$ cat src/rtl/keypad_pkg.sv
`default_nettype none
// ============================================================================
//  Module      : keypad_pkg
//  Description : Shared types, key codes and 4x4 key map for the keypad scanner.
//  Revision    : 1.0  initial release
// ============================================================================
package keypad_pkg;

    typedef enum logic [1:0] {
        SCAN     = 2'd0,
        DB_PRESS = 2'd1,
        HELD     = 2'd2,
        DB_REL   = 2'd3
    } scan_state_t;

    localparam logic [3:0] KEY_STAR = 4'hF;
    localparam logic [3:0] KEY_HASH = 4'hE;

    // Nibble {row,col} holds the code of that key. Rows top to bottom:
    // 1 2 3 A / 4 5 6 B / 7 8 9 C / * 0 # D
    localparam logic [63:0] c_KEY_MAP = {4'hD, KEY_HASH, 4'h0, KEY_STAR,
                                         4'hC, 4'h9,     4'h8, 4'h7,
                                         4'hB, 4'h6,     4'h5, 4'h4,
                                         4'hA, 4'h3,     4'h2, 4'h1};

    function automatic logic [3:0] map_key(input logic [1:0] row, input logic [1:0] col);
        logic [5:0] w_idx;
        w_idx = {row, col, 2'b00};
        return c_KEY_MAP[w_idx +: 4];
    endfunction

endpackage
`default_nettype wire

$ cat src/rtl/keypad_scanner_if.sv
`default_nettype none
// ============================================================================
//  Module      : keypad_scanner_if
//  Description : Keypad matrix and encoded-key bundle. The master is the
//                scanner; the slave is the keypad/consumer side.
//  Revision    : 1.0  initial release
// ============================================================================
interface keypad_scanner_if;
    logic [3:0] row_n;
    logic [3:0] col_n;
    logic [3:0] key_code;
    logic       key_validn;
    logic       key_strobe;

    modport master (
        input  row_n,
        output col_n,
        output key_code,
        output key_validn,
        output key_strobe
    );

    modport slave (
        output row_n,
        input  col_n,
        input  key_code,
        input  key_validn,
        input  key_strobe
    );
endinterface
`default_nettype wire

$ cat src/rtl/keypad_sync.sv
`default_nettype none
// ============================================================================
//  Module      : keypad_sync
//  Description : Two-flop synchroniser for asynchronous level inputs.
//                Resets to RESET_VAL (all ones: idle pulled-up rows).
//  Revision    : 1.0  initial release
// ============================================================================
module keypad_sync #(
    parameter int unsigned          WIDTH     = 4,
    parameter logic [WIDTH-1:0]     RESET_VAL = '1
) (
    input  wire              MAX10_CLK1_50,
    input  wire              nreset,
    input  wire [WIDTH-1:0]  i_d,
    output logic [WIDTH-1:0] o_q
);
    logic [WIDTH-1:0] r_meta;
    logic [WIDTH-1:0] r_sync;

    // Two register stages to let metastability resolve
    always_ff @(posedge MAX10_CLK1_50) begin
        if (!nreset) begin
            r_meta <= RESET_VAL;
            r_sync <= RESET_VAL;
        end else begin
            r_meta <= i_d;
            r_sync <= r_meta;
        end
    end

    assign o_q = r_sync;
endmodule
`default_nettype wire

$ cat src/rtl/keypad_scanner.sv
`default_nettype none
// ============================================================================
//  Module      : keypad_scanner
//  Description : 4x4 matrix keypad scanner with debounce, N-key lockout and
//                4-bit key encoding ('*'=F, '#'=E). Optional auto-repeat is
//                built when the KEYPAD_REPEAT_EN macro is defined.
//  Revision    : 1.0  initial release
// ============================================================================
module keypad_scanner
    import keypad_pkg::*;
#(
    parameter int unsigned DWELL_CYCLES    = 2500,
    parameter int unsigned DEBOUNCE_CYCLES = 1_000_000,
    parameter int unsigned REPEAT_DELAY    = 25_000_000,
    parameter int unsigned REPEAT_RATE     = 10_000_000
) (
    input  wire                MAX10_CLK1_50,
    input  wire                nreset,
    keypad_scanner_if.master   kp
);
    localparam int c_DW_W = $clog2(DWELL_CYCLES + 1);
    localparam int c_DB_W = $clog2(DEBOUNCE_CYCLES + 1);
    localparam logic [c_DW_W-1:0] c_DW_LAST = c_DW_W'(DWELL_CYCLES - 1);
    localparam logic [c_DB_W-1:0] c_DB_LAST = c_DB_W'(DEBOUNCE_CYCLES - 1);

    scan_state_t       r_state;
    logic [1:0]        r_col;
    logic [1:0]        r_row;
    logic [c_DW_W-1:0] r_dwell;
    logic [c_DB_W-1:0] r_db;
    logic [3:0]        r_code;
    logic              r_validn;
    logic              r_strobe;

    logic [3:0]        w_rs;
    logic              w_any_low;
    logic [1:0]        w_row;
    logic              w_key_low;

`ifdef KEYPAD_REPEAT_EN
    localparam int unsigned c_RPT_MAX = (REPEAT_DELAY > REPEAT_RATE) ? REPEAT_DELAY : REPEAT_RATE;
    localparam int c_RPT_W = $clog2(c_RPT_MAX + 1);
    localparam logic [c_RPT_W-1:0] c_DELAY_LAST = c_RPT_W'(REPEAT_DELAY - 1);
    localparam logic [c_RPT_W-1:0] c_RATE_LAST  = c_RPT_W'(REPEAT_RATE - 1);

    logic [c_RPT_W-1:0] r_rpt;
    logic               r_rpt_first;
    logic               r_gap_on;
    logic [2:0]         r_gap;
    logic [c_RPT_W-1:0] w_rpt_last;

    assign w_rpt_last = r_rpt_first ? c_DELAY_LAST : c_RATE_LAST;
`else
    logic w_unused_rpt;
    assign w_unused_rpt = ^{REPEAT_DELAY, REPEAT_RATE};
`endif

    keypad_sync #(
        .WIDTH     (4),
        .RESET_VAL (4'hF)
    ) u_row_sync (
        .MAX10_CLK1_50 (MAX10_CLK1_50),
        .nreset        (nreset),
        .i_d           (kp.row_n),
        .o_q           (w_rs)
    );

    // Lowest-index low row wins when several rows are pressed at once
    always_comb begin
        w_row = 2'd0;
        for (int i = 3; i >= 0; i--) begin
            if (!w_rs[i]) w_row = 2'(i);
        end
    end

    assign w_any_low = ~&w_rs;
    assign w_key_low = ~w_rs[r_row];

    // Scan / debounce / hold / release state machine
    always_ff @(posedge MAX10_CLK1_50) begin
        if (!nreset) begin
            r_state  <= SCAN;
            r_col    <= 2'd0;
            r_row    <= 2'd0;
            r_dwell  <= '0;
            r_db     <= '0;
            r_code   <= 4'h0;
            r_validn <= 1'b1;
            r_strobe <= 1'b0;
`ifdef KEYPAD_REPEAT_EN
            r_rpt       <= '0;
            r_rpt_first <= 1'b1;
            r_gap_on    <= 1'b0;
            r_gap       <= 3'd0;
`endif
        end else begin
            r_strobe <= 1'b0;
            case (r_state)
                SCAN: begin
                    if (r_dwell == c_DW_LAST) begin
                        r_dwell <= '0;
                        if (w_any_low) begin
                            r_row   <= w_row;
                            r_code  <= map_key(w_row, r_col);
                            r_db    <= '0;
                            r_state <= DB_PRESS;
                        end else begin
                            r_col <= r_col + 2'd1;
                        end
                    end else begin
                        r_dwell <= r_dwell + c_DW_W'(1);
                    end
                end

                DB_PRESS: begin
                    if (!w_key_low) begin
                        // Bounce: restart scanning the same column
                        r_state <= SCAN;
                        r_db    <= '0;
                    end else if (r_db == c_DB_LAST) begin
                        r_state  <= HELD;
                        r_validn <= 1'b0;
                        r_strobe <= 1'b1;
`ifdef KEYPAD_REPEAT_EN
                        r_rpt       <= '0;
                        r_rpt_first <= 1'b1;
                        r_gap_on    <= 1'b0;
`endif
                    end else begin
                        r_db <= r_db + c_DB_W'(1);
                    end
                end

                HELD: begin
                    if (!w_key_low) begin
                        r_state <= DB_REL;
                        r_db    <= '0;
`ifdef KEYPAD_REPEAT_EN
                        // Release cancels the repeat timer and any gap in progress
                        r_rpt    <= '0;
                        r_gap_on <= 1'b0;
                        r_validn <= 1'b0;
`endif
                    end
`ifdef KEYPAD_REPEAT_EN
                    else begin
                        if (r_gap_on) begin
                            if (r_gap == 3'd7) begin
                                r_gap_on <= 1'b0;
                                r_validn <= 1'b0;
                                r_strobe <= 1'b1;
                            end else begin
                                r_gap <= r_gap + 3'd1;
                            end
                        end
                        if (r_rpt == w_rpt_last) begin
                            r_rpt       <= '0;
                            r_rpt_first <= 1'b0;
                            r_validn    <= 1'b1;
                            r_gap_on    <= 1'b1;
                            r_gap       <= 3'd0;
                        end else begin
                            r_rpt <= r_rpt + c_RPT_W'(1);
                        end
                    end
`endif
                end

                DB_REL: begin
                    if (w_key_low) begin
                        // Release bounce: back to held, no new event
                        r_state <= HELD;
                        r_db    <= '0;
`ifdef KEYPAD_REPEAT_EN
                        r_rpt       <= '0;
                        r_rpt_first <= 1'b1;
`endif
                    end else if (r_db == c_DB_LAST) begin
                        r_validn <= 1'b1;
                        r_state  <= SCAN;
                        r_col    <= r_col + 2'd1;
                        r_dwell  <= '0;
                    end else begin
                        r_db <= r_db + c_DB_W'(1);
                    end
                end

                default: r_state <= SCAN;
            endcase
        end
    end

    assign kp.col_n      = ~(4'b0001 << r_col);
    assign kp.key_code   = r_code;
    assign kp.key_validn = r_validn;
    assign kp.key_strobe = r_strobe;
endmodule
`default_nettype wire

$ cat src/flat_wrapper.sv
// flat-port wrapper written by rule: the top's interface ports become plain ports
module keypad_scanner_flat import keypad_pkg::*;
#(
    parameter int unsigned DWELL_CYCLES    = 2500,
    parameter int unsigned DEBOUNCE_CYCLES = 1_000_000,
    parameter int unsigned REPEAT_DELAY    = 25_000_000,
    parameter int unsigned REPEAT_RATE     = 10_000_000
)
  (MAX10_CLK1_50, nreset, kp_row_n, kp_col_n, kp_key_code, kp_key_validn, kp_key_strobe);
  keypad_scanner_if kp_i ();
  input  wire MAX10_CLK1_50;
  input  wire nreset;
  input wire logic [$bits(kp_i.row_n)-1:0] kp_row_n;
  output wire logic [$bits(kp_i.col_n)-1:0] kp_col_n;
  output wire logic [$bits(kp_i.key_code)-1:0] kp_key_code;
  output wire logic [$bits(kp_i.key_validn)-1:0] kp_key_validn;
  output wire logic [$bits(kp_i.key_strobe)-1:0] kp_key_strobe;
  assign kp_i.row_n = kp_row_n;
  assign kp_col_n = kp_i.col_n;
  assign kp_key_code = kp_i.key_code;
  assign kp_key_validn = kp_i.key_validn;
  assign kp_key_strobe = kp_i.key_strobe;
  keypad_scanner #(.DWELL_CYCLES(DWELL_CYCLES), .DEBOUNCE_CYCLES(DEBOUNCE_CYCLES), .REPEAT_DELAY(REPEAT_DELAY), .REPEAT_RATE(REPEAT_RATE)) u_core (.MAX10_CLK1_50(MAX10_CLK1_50), .nreset(nreset), .kp(kp_i));
endmodule
$ cat config.mk
export PLATFORM = sky130hd
export DESIGN_NAME = keypad_scanner_flat
export DESIGN_NICKNAME = d
export VERILOG_FILES = /design/src/rtl/keypad_pkg.sv /design/src/rtl/keypad_scanner_if.sv /design/src/rtl/keypad_sync.sv /design/src/rtl/keypad_scanner.sv /design/src/flat_wrapper.sv
export SDC_FILE = /design/constraint.sdc
export NUM_CORES = 1
export LEC_CHECK = 0
export CAP_MARGIN = 5
export CORE_AREA = 2 2 101 103
export DETAILED_ROUTE_END_ITERATION = 10
export DIE_AREA = 0 0 103 105
export DONT_BUFFER_PORTS = 1
export SYNTH_ARGS = -nofsm -noshare
export SYNTH_HDL_FRONTEND = slang
export SYNTH_SLANG_ARGS = --single-unit
$ cat constraint.sdc
create_clock -name MAX10_CLK1_50 -period 2.14 [get_ports MAX10_CLK1_50]
set_input_delay 0.107 -clock MAX10_CLK1_50 [delete_from_list [all_inputs] [get_ports MAX10_CLK1_50]]
set_output_delay 0.107 -clock MAX10_CLK1_50 [all_outputs]
set_load 0.05 [all_outputs]
# Yosys cells after proc, flatten, opt, wreduce, memory -nomap -nowiden
# Index checks and enable logic that the tools add are counted.
[word_totals]
elab_cells = 82
output_inout_bits = 10
ff_bits = 52
input_bits = 6
[op_classes]
order_cmp = 1
shifts = 2
reduce_logical = 11
muxes = 36
n_bitwise = 4
n_eq_ne = 15
addsub = 3
[ops]
columns = ["operator", "n"]
rows = [
  ["$mux 20", 6],
  ["$pmux 20 s4", 1],
  ["$shiftx 64x7->4 const A", 1],
  ["$mux 12", 3],
  ["$mux 2", 15],
  ["$pmux 12 s2", 1],
  ["$add 20x1->20 const B", 1],
  ["$eq 20x20->1 const B", 1],
  ["$reduce_and 5->1", 3],
  ["$add 12x1->12 const B", 1],
  ["$eq 12x12->1 const B", 1],
  ["$ne 2x1->1 const B", 6],
  ["$reduce_and 3->1", 3],
  ["$pmux 2 s4", 1],
  ["$mux 1", 6],
  ["$eq 2x2->1 const B", 2],
  ["$ne 2x2->1 const B", 2],
  ["$not 4->4", 1],
  ["$pmux 2 s2", 1],
  ["$reduce_and 4->1", 1],
  ["$reduce_bool 2->1", 2],
  ["$shl 1x2->4 const A", 1],
  ["$lt 2x3->1 const B", 1],
  ["$ne 3x1->1 const B", 1],
  ["other kinds (8)", 10],
]

# Logic depth before layout (Yosys ltp)
# Gate-level depths: netlist (run 1).
[depth]
word_depth = 5
ltp_mapped = 9
depth_no_buf = 7

# Cells and area by module
# A second synthesis (run 1) with hierarchy kept.
[hier_totals]
cells_unflattened = 317
hier_area_um2 = 2805.2
[by_module_without_submodules]
columns = ["module", "cells_each", "seq_area_each_um2", "area_each_um2", "instances"]
rows = [
  ["keypad_scanner", 301, 880.8, 2595.0, 1],
  ["keypad_sync", 16, 160.2, 210.2, 1],
]

# Worst setup path after synthesis (run 1)
# Ideal clock, no wire load.
[synth_path]
kind = "register to register"
startpoint = "register u_core.r_db[0]"
endpoint = "register u_core.r_dwell[6]"
path_slack_ns = 0.123
t_required_ns = 2.070
synth_period_minus_slack_ns = 2.017
stages_incl_launch_ff = 8
setup_ns = 0.070
arrival_time_ns = 1.947
path_buffers = 1
path_cell_list = "dfxtp_1 -> ha_1 -> and3_1 -> buf_4 -> nand4_2 -> o32a_4 -> or4_1 -> a21oi_1"
[synth_between]
elab_chain_cells = 3
[synth_lines]
columns = ["element", "line", "text"]
rows = [
  ["start: declaration", "keypad_scanner.sv:30", "logic [c_DB_W-1:0] r_db;"],
  ["start signal: assignment", "keypad_scanner.sv:130", "r_db <= r_db + c_DB_W'(1);"],
  ["start signal: assignment", "keypad_scanner.sv:184", "r_db <= r_db + c_DB_W'(1);"],
  ["$eq 20x20->1", "keypad_scanner.sv:178", "end else if (r_db == c_DB_LAST) begin"],
  ["$ne 2x1->1 (no line)", "--", ""],
  ["$reduce_and 3->1 (no line)", "--", ""],
  ["end signal: assignment", "keypad_scanner.sv:111", "r_dwell <= r_dwell + c_DW_W'(1);"],
  ["end: declaration", "keypad_scanner.sv:29", "logic [c_DW_W-1:0] r_dwell;"],
]
# Every way passes these cells.
# A chain may end at the register's enable or synchronous reset.

# Final worst setup path (run 1)
[layout_path]
startpoint = "register u_core.r_db[0]"
endpoint = "register u_core.r_dwell[7]"
# The elaborated chain is that of the path after synthesis.

==> results of run 1 <==
## flip-flops by register name (all words and copies together), names as in the netlist, named ones only
name                      count
u_core.kp.key_code            4
u_core.kp.key_strobe          1
u_core.kp.key_validn          1
u_core.r_col                  2
u_core.r_db                  20
u_core.r_dwell               12
u_core.r_row                  2
u_core.r_state                1
u_core.u_row_sync.o_q         4
u_core.u_row_sync.r_meta      4
## power groups by stage
| stage | sequential (uW) | clock, uW | combinational, uW |
|---|---|---|---|
| floorplan | 1040 | 0 | 211 |
| global placement | 1040 | 0 | 265 |
| detailed placement | 1040 | 0 | 269 |
| CTS | 1020 | 624 | 286 |
| global route | 1030 | 658 | 325 |
| finish | 1020 | 602 | 292 |
## cells by family (layout without fill, tap and decap cells)
family | Yosys count | count (layout) | synth area share
simple gates | 131 | 131 | 0.2792
xor+xnor | 4 | 4 | 0.01226
buf+inv | 31 | 53 | 0.05382
mux | 11 | 11 | 0.04420
compound gates | 82 | 82 | 0.1939
fa+ha+maj | 12 | 12 | 0.05252
flops | 52 | 52 | 0.3641
## metal layers
layer | global-route usage | wire [um] | vias to the layer above
li1 | - | - | 1263
met1 | 0.1648 | 3140 | 1218
met2 | 0.2092 | 3124 | 40
met3 | 0.02475 | 174 | 6
met4 | 0.03665 | 74 | 0
met5 | 0 | 0 | -
## cell usage in the layout, fill, tap and decap left out, types with 14 or more instances in the layout
master,synthesis,layout
or4_1,17,16
nand3_1,16,15
o31ai_1,17,17
dfxtp_1,52,43
buf_4,2,22
nor2_1,15,14
a21oi_1,26,26
nand2_1,18,18
inv_1,14,14
## path summary, 6_finish.rpt
path | to | slack (ns) | depth (start not counted)
setup / recovery | u_core.r_dwell[7]$_SDFFE_PN0P_ | 0.11 | 6
setup reg to reg | u_core.r_dwell[7]$_SDFFE_PN0P_ | 0.11 | 6
hold reg to reg | u_core.u_row_sync.o_q[3]$_SDFF_PN1_ | 0.41 | 1
hold / removal | u_core.kp.key_strobe$_SDFF_PP0_ | 0.01 | 1
## layout make-up
| cell class | count | area [sq um] | share of cell area |
|---|---|---|---|
| multi-input combinational | 240 | 1717 | 0.5137 |
| inverter | 16 | 60.06 | 0.01797 |
| clock buffer | 6 | 82.58 | 0.02471 |
| sequential | 52 | 1055 | 0.3156 |
| clock inverter | 2 | 15.01 | 0.004493 |
| tap | 133 | 166.4 | 0.04979 |
| timing repair buffer | 29 | 246.5 | 0.07375 |
## metrics by stage
stage                     total power (uW)  area (sq um)  worst slack [ns]  std cells  TNS [ns]
final                                 1917          3342            0.1117        478         0
after global routing                  2013          3342         0.0009124        478         0
after CTS                             1930          3242           0.03796        473         0
after detailed placement              1310          3087          -0.01661        460  -0.04005
after global placement                1305          3087           0.02123        460         0
after floorplan                       1248          2859            0.1234        323         0
## repair_timing
item                                    in CTS  in global routing
cloned                                       0                  0
endpoints found under the setup margin      16                 28
resized for setup                            1                 20
pin swaps                                    0                  4
buffers inserted                             0                  5
endpoints found under the hold margin       16                  0
hold buffers                                 5                  0
==> impl_metrics.yaml, run 1 <==
status:
  status: "completed"
setup_path:
  worst_path_largest_cell_delay_ns: 0.53
  path_delay_family: "simple AND/OR/NAND/NOR gates"
  path_buf_inv: 0
  cp_max_fo: 8
  end_kind: "flop"
  crit_arrival_ns: 2.28
  crit_path_start_kind: "flop"
  critPathRequiredTime_ns: 2.39
  rr_startpoint: "u_core.r_db[0]$_SDFFE_PN0P_"
  cpMaxStageDelayCell: "or4_1"
  crit_chain: "ha_1 -> and3_4 -> nand4_1 -> o31a_1 -> or4_1 -> a21oi_1"
  startpoint: "u_core.r_db[0]$_SDFFE_PN0P_"
  path_class: "flop to flop"
synth:
  synth_edf_count: 0
  avgSynthCellArea_sq_um: 8.851
  yosysTopAreaCell: "dfxtp_1"
  synth_cell_type_count: 62
  synthTopCellsByArea: "dfxtp_1, ha_1, a21oi_1, o31ai_1, or4_1"
  synth_common_cells: "dfxtp_1, a21oi_1, nand2_1"
  synth_fp_nets: 341
  synth.most_common_cell: "dfxtp_1"
  yosysWarningCount: 0
  ys_seq_elements: 52
  ys_seq_area_frac: 0.3641
  synth_flop_cell: "dfxtp_1"
  netlist_instances: 323
  synth_top_area_share: 0.3641
  syn-cell-area_sq_um: 2859
  synthArstFlopShare: 0
route:
  wl_per_cell_um: 13.63
  drt-pass1-iter-count: 5
  routed_wl_um: 6514
  vias_per_cell: 5.287
  drt_iter0_markers: 101
  drc: 0
  ant_nets: 0
  vias: 2527
die:
  start_util: 0.2966
  core_sq_um: 9639
  die_x_um: 103
  io_pins: 16
  rows: 36
  dieArea_sq_um: 10820
  dieHeight_um: 105
sta:
  period_share: 0.9478
  max-slew-margin-rel: 0.5540
  hold_violations: 0
  setup_violations: 0
  max_slew.worst_pin.slew_ns: 0.6667
  slew_viol_final: 0
  fmax_mhz: 493.0
  min_period_ns: 2.028
  finalClockSkew_ns: 0.008719
  fin_hold_ws_ns: 0.01164
  grt_setup_unrepaired: "yes"
clock_network:
  clockBufferDepth: 2
  cts_tree: "done"
  cts.sinks: 52
  clockRootBuffer: "clkbuf_8"
  clk_pin_slew_worst_paths_ns: 0.10
  worstSkewPairLatency_ns: 0.31
  cts_buffers: 5
  htree_levels: 2
placed_design:
  port_buffers: 0
  hpwl_um: 4546
  gp_congestion: 0.7799
global_routing:
  grt_pass1_wl_um: 11230
  antenna_found_initial: 0
  grtUsageTotal: 0.1264
  grt.overflow.total: 0
  grt_pass1_vias: 2405
  grt_max_degree: 22
power_and_ir_drop:
  p_int_uw: 1380
  sw_frac_of_total: 0.2801
  clkPwrFrac: 0.314
  pwr-share-comb: 0.152
  p_leak_uw: 0.001155
  worst_ir_drop_vdd_uv: 273.1
  powerDensity_nw_per_um2: 573.5
  p_sw_uw: 536.9
  pwr-share-seq: 0.534
final_layout:
  fin_nets: 362
  antenna_cells: 0
  finish.utilization: 0.3467
  nFillCells: 1030
  syn_to_final_growth_pct: 16.89
  layout-drive-gt1-share: 0.1942
min_path:
  worstHoldPathType: "input port to flop"
  min-delay-start: "nreset"
job:
  cap_violations: 0
No activity file was read; power rests on OpenSTA's default activity.
==> run 2: changes to the inputs <==
Settings changed: CORE_AREA 2 2 101 103 to 5 5 104 106, DIE_AREA 0 0 103 105 to 0 0 109 111.
Clock period 2.14 ns to 1.67 ns, I/O delays scaled along.
==> run 2 against run 1 <==
Net effect: the flow now finishes with violations (setup timing); die area up 12%; non-clock buffer count up 90; clock skew up 0.0061 ns; clock power up 31%; design area up 38%; critical path type unchanged; critical endpoint is now u_core.r_db[13]$_SDFFE_PN0P_; largest cell class unchanged; highest routed layer unchanged.
==> impl_metrics.yaml, run 2 (synthesis results as in run 1) <==
clock_network:
  cts_tree: "done"
  cts.sinks: 52
  worstSkewPairLatency_ns: 0.32
  clockBufferDepth: 2
  clk_pin_slew_worst_paths_ns: 0.11
  cts_buffers: 5
  clockRootBuffer: "clkbuf_8"
  htree_levels: 2
placed_design:
  placed_area_sq_um: 3705
  port_buffers: 0
  gp_congestion: 0.7988
  hpwl_um: 5323
  place_ws_ns: -0.3190
sta:
  finalWorstSetupSlack_ns: -0.3219
  period_share: 1.193
  max_slew.worst_pin.slew_ns: 0.7692
  grt_setup_unrepaired: "yes"
  tns_ns: -8.400
  setup_violations: 37
  finalClockSkew_ns: 0.01481
  slew_viol_final: 0
  fmax_mhz: 502.0
  max-slew-margin-rel: 0.4855
  min_period_ns: 1.992
  hold_violations: 0
global_routing:
  grt_pass1_wl_um: 13610
  grtUsageTotal: 0.1364
  grt.met3_usage: 0.03145
  grt_max_degree: 23
  top_usage_layer: "met2"
  use_met2: 0.2391
  antenna_found_initial: 0
  grt.overflow.total: 0
  grt_pass1_vias: 2897
  grtUsageMet1: 0.1675
setup_path:
  critPathRequiredTime_ns: 1.92
  crit_path_start_kind: "flop"
  end_kind: "flop"
  crit_top_cell: "buf_6"
  cpMaxStageDelayCell: "or4_1"
  crit_chain: "ha_4 -> and4bb_2 -> a41o_4 -> buf_6 -> nand2_8 -> buf_6 -> or4_1 -> a21oi_1"
  cp_max_fo: 6
  path_class: "flop to flop"
  worst_path_largest_cell_delay_ns: 0.40
  crit_arrival_ns: 2.24
die:
  io_pins: 16
  dieArea_sq_um: 12100
  rows: 36
  die_x_um: 109
  start_util: 0.2952
  dieHeight_um: 111
  core_sq_um: 9684
final_layout:
  layout_common_cells: "buf_4, dfxtp_1, buf_6"
  layout_commonest_cell: "buf_4"
  layout-drive-gt1-share: 0.4749
  antenna_cells: 0
  fin_nets: 455
  top_regs: "u_core.r_db x20, u_core.r_dwell x12"
  top_register: "u_core.r_db"
  fin_area_sq_um: 4596
  nFillCells: 880
  largest_register_ffs: 20
  finish.utilization: 0.4745
  syn_to_final_growth_pct: 60.74
status:
  status: "finished with violations"
  violations: "setup timing"
route:
  routed_wl_um: 8761
  vias: 2974
  drc: 0
  drt-pass1-iter-count: 4
  wl_per_cell_um: 15.34
  ant_nets: 0
  drt_iter0_markers: 110
  vias_per_cell: 5.208
min_path:
  worstHoldPathType: "input port to flop"
power_and_ir_drop:
  p_leak_uw: 0.001759
  powerDensity_nw_per_um2: 613.3
  worst_ir_drop_vdd_uv: 419.3
job:
  cap_violations: 0
[run 2: changes by cell type in the layout (fill, tap and decap cells not counted), moves of 5 or more]
cell / change
buf_6: +18
buf_4: +64
a21oi_1: -12
a21oi_2: +12
buf_12: +5
[run 2: through the flow]
step	std cells	hold slack, ns	total power [uW]
2_1_floorplan	323	0.1850	1648
3_3_place_gp	527	0.1614	1796
3_5_place_dp	527	0.1621	1815
4_1_cts	557	0.004081	2721
5_1_grt	571	0.03593	2945
6_report	571	0.02461	2819
[run 2: timing repair]
item	4_1_cts	5_1_grt
pin swaps	38	25
gates cloned	3	3
resized for setup	48	44
buffers inserted	14	13
hold buffers	5	0
endpoints found under the setup margin	42	43
hold endpoints to repair	17	0
[run 2: final cells by class]
type	instances	area [sq um]	area share
inverter	16	60.06	0.01307
multi-input combinational	243	2115	0.4601
tap	133	166.4	0.03621
clock inverter	3	27.53	0.005990
timing repair buffer	119	1105	0.2404
sequential	52	1054	0.2292
clock buffer	5	68.82	0.01497
[run 2: worst paths after layout]
check,from,end,slack (ns),depth (start not counted)
worst min-delay path,nreset,u_core.r_dwell[2]$_SDFFE_PN0P_,0.02,2
worst max-delay path,u_core.r_dwell[1]$_SDFFE_PN0P_,u_core.r_db[13]$_SDFFE_PN0P_,-0.32,8
worst max register to register,u_core.r_dwell[1]$_SDFFE_PN0P_,u_core.r_db[13]$_SDFFE_PN0P_,-0.32,8
worst min register to register,u_core.u_row_sync.r_meta[1]$_SDFF_PN1_,u_core.u_row_sync.o_q[1]$_SDFF_PN1_,0.42,1
[run 2: layer usage]
metal,share of wire,wire length [um]
met1,0.44,3887
met3,0.032,281
met5,0,0
met2,0.51,4488
met4,0.012,104
[run 2: where the power goes]
part           switching (uW)  internal, uW  leakage, uW
Clock                     478           309    0.0000463
Sequential               24.2          1280     0.000424
Combinational             363           367      0.00129
Total                     865          1950      0.00176
[run 2: critical path, delay by kind of cell, from the launching register on]
family	cells	cell delay, ns
adder cells (fa/ha/maj)	1	0.13
flip-flops	1	0.37
AND/OR/NAND/NOR	3	0.74
buffers and inverters	2	0.26
AO/OA/AOI/OAI	2	0.41
==> run 3: changes to the inputs <==
Settings changed: RECOVER_POWER from default to 25.
==> run 3 against run 2 <==
Net effect: cell count unchanged; the run still ends with setup timing left; global-route usage unchanged; critical endpoint unchanged; design area down 0.33%; clock skew about the same; clock-buffer cell count unchanged; clock power about the same; non-clock buffer count unchanged.
==> impl_metrics.yaml, run 3 (synthesis results as in run 1) <==
setup_path:
  path_buf_inv: 2
  path_class: "flop to flop"
  end_kind: "flop"
  rrSetupSlack_ns: -0.32
  r2r-end: "u_core.r_db[13]$_SDFFE_PN0P_"
  critPathRequiredTime_ns: 1.92
  crit_top_cell: "buf_6"
  rr_startpoint: "u_core.r_dwell[1]$_SDFFE_PN0P_"
  path_depth: 8
  crit_arrival_ns: 2.24
  crit_path_start_kind: "flop"
  r2r_cells: 8
  path_delay_family: "simple AND/OR/NAND/NOR gates"
  crit_chain: "ha_4 -> and4bb_2 -> a41o_4 -> buf_6 -> nand2_8 -> buf_6 -> or4_1 -> a21oi_1"
  cp_max_fo: 6
  cpMaxStageDelayCell: "or4_1"
  worst_path_largest_cell_delay_ns: 0.40
final_layout:
  syn_to_final_growth_pct: 60.22
  finish.utilization: 0.4730
  nFillCells: 882
  antenna_cells: 0
  final-seq-area_sq_um: 1054
  layout-drive-gt1-share: 0.4658
  layout_common_cells: "buf_4, dfxtp_1, buf_6"
  finalNonFillerCells: 571
  fin_nets: 455
  multiInputGateArea_sq_um: 2115
  largest_register_ffs: 20
  layout_commonest_cell: "buf_4"
  top_regs: "u_core.r_db x20, u_core.r_dwell x12"
  top_register: "u_core.r_db"
global_routing:
  antenna_found_initial: 0
  grt.overflow.total: 0
  grt_max_degree: 23
  grtUsageTotal: 0.1364
  grt_pass1_wl_um: 13610
  use_met2: 0.2391
  grt.met3_usage: 0.03145
  top_usage_layer: "met2"
  grt_pass1_vias: 2897
  grtUsageMet1: 0.1675
sta:
  grt_setup_unrepaired: "yes"
  finalClockSkew_ns: 0.01459
  min_period_ns: 1.992
  slew_viol_final: 0
  period_share: 1.193
  hold_violations: 0
  max-slew-margin-rel: 0.4859
  setup_violations: 37
  finalWorstSetupSlack_ns: -0.3216
  max_slew.worst_pin.slew_ns: 0.7686
  fmax_mhz: 502.1
min_path:
  min-delay-start: "nreset"
  holdPathEnd: "u_core.r_dwell[2]$_SDFFE_PN0P_"
  min_path_cells: 2
  worstHoldPathType: "input port to flop"
power_and_ir_drop:
  p_leak_uw: 0.001741
  sw_frac_of_total: 0.3072
  pwr-share-seq: 0.462
  pwr-share-comb: 0.259
  clkPwrFrac: 0.280
  powerDensity_nw_per_um2: 615.7
  worst_ir_drop_vdd_uv: 421.7
  p_int_uw: 1954
  p_sw_uw: 866.4
route:
  drt-pass1-iter-count: 4
  vias: 2982
  drt_iter0_markers: 110
  routed_wl_um: 8747
  ant_nets: 0
  wl_per_cell_um: 15.32
  vias_per_cell: 5.222
  drc: 0
clock_network:
  cts_buffers: 5
  clk_pin_slew_worst_paths_ns: 0.11
  worstSkewPairLatency_ns: 0.32
  clockBufferDepth: 2
  cts.sinks: 52
  htree_levels: 2
  cts_tree: "done"
  clockRootBuffer: "clkbuf_8"
die:
  start_util: 0.2952
  rows: 36
  die_x_um: 109
  dieHeight_um: 111
  core_sq_um: 9684
  io_pins: 16
  dieArea_sq_um: 12100
placed_design:
  gp_congestion: 0.7988
  port_buffers: 0
  dp_cells: 527
  hpwl_um: 5323
job:
  cap_violations: 0
status:
  violations: "setup timing"
  status: "finished with violations"
run 3: power by group through the flow:
stage	combinational, uW	clock, uW	sequential, uW
final	729	789	1300
after global routing	780	859	1310
after CTS	626	794	1300
after detailed placement	484	0	1330
after global placement	468	0	1330
after floorplan	308	0	1340
run 3: per-layer routing:
metal | routed length [um] | up-vias
met5 | 0 | -
met4 | 104 | 0
met3 | 269 | 10
met2 | 4496 | 56
met1 | 3877 | 1458
li1 | - | 1458
run 3: worst max-delay path by stage:
stage | from | end | slack [ns]
after detailed placement | u_core.r_dwell[4]$_SDFFE_PN0P_ | u_core.r_db[9]$_SDFFE_PN0P_ | -0.32
after CTS | u_core.r_db[0]$_SDFFE_PN0P_ | u_core.r_dwell[7]$_SDFFE_PN0P_ | -0.27
after global placement | u_core.r_dwell[4]$_SDFFE_PN0P_ | u_core.r_db[14]$_SDFFE_PN0P_ | -0.26
after floorplan | u_core.r_db[1]$_SDFFE_PN0P_ | u_core.r_dwell[6]$_SDFFE_PN0P_ | -0.23
final | u_core.r_dwell[1]$_SDFFE_PN0P_ | u_core.r_db[13]$_SDFFE_PN0P_ | -0.32
after global routing | u_core.r_row[0]$_SDFFE_PN0P_ | u_core.r_dwell[5]$_SDFFE_PN0P_ | -0.37
run 3: repair_timing:
| item | in CTS | in global routing |
|---|---|---|
| cloned | 3 | 3 |
| gates resized for setup | 48 | 44 |
| endpoints found under the hold margin | 17 | 0 |
| hold buffers | 5 | 0 |
| pin swaps | 38 | 25 |
| setup endpoints to repair | 42 | 43 |
| setup buffers | 14 | 13 |
run 3: layout make-up:
cell class / count / share of cell area
clock buffers: 5 / 0.01502
flip-flops and latches: 52 / 0.2300
repair buffers: 119 / 0.2379
inverters: 16 / 0.01311
multi-input cells: 243 / 0.4616
clock inverters: 3 / 0.006009
well taps: 133 / 0.03633
run 3: per-stage QoR:
| stage | TNS [ns] | instance area (sq um) | setup WS [ns] | hold slack [ns] | total power [uW] |
|---|---|---|---|---|---|
| after detailed placement | -9.248 | 3705 | -0.3190 | 0.1621 | 1815 |
| after global placement | -7.627 | 3705 | -0.2632 | 0.1614 | 1796 |
| after floorplan | -2.205 | 2985 | -0.2341 | 0.1850 | 1648 |
| final | -8.415 | 4581 | -0.3216 | 0.02341 | 2820 |
| after global routing | -11.21 | 4581 | -0.3734 | 0.03593 | 2945 |
| after CTS | -7.389 | 4220 | -0.2713 | 0.004081 | 2721 |
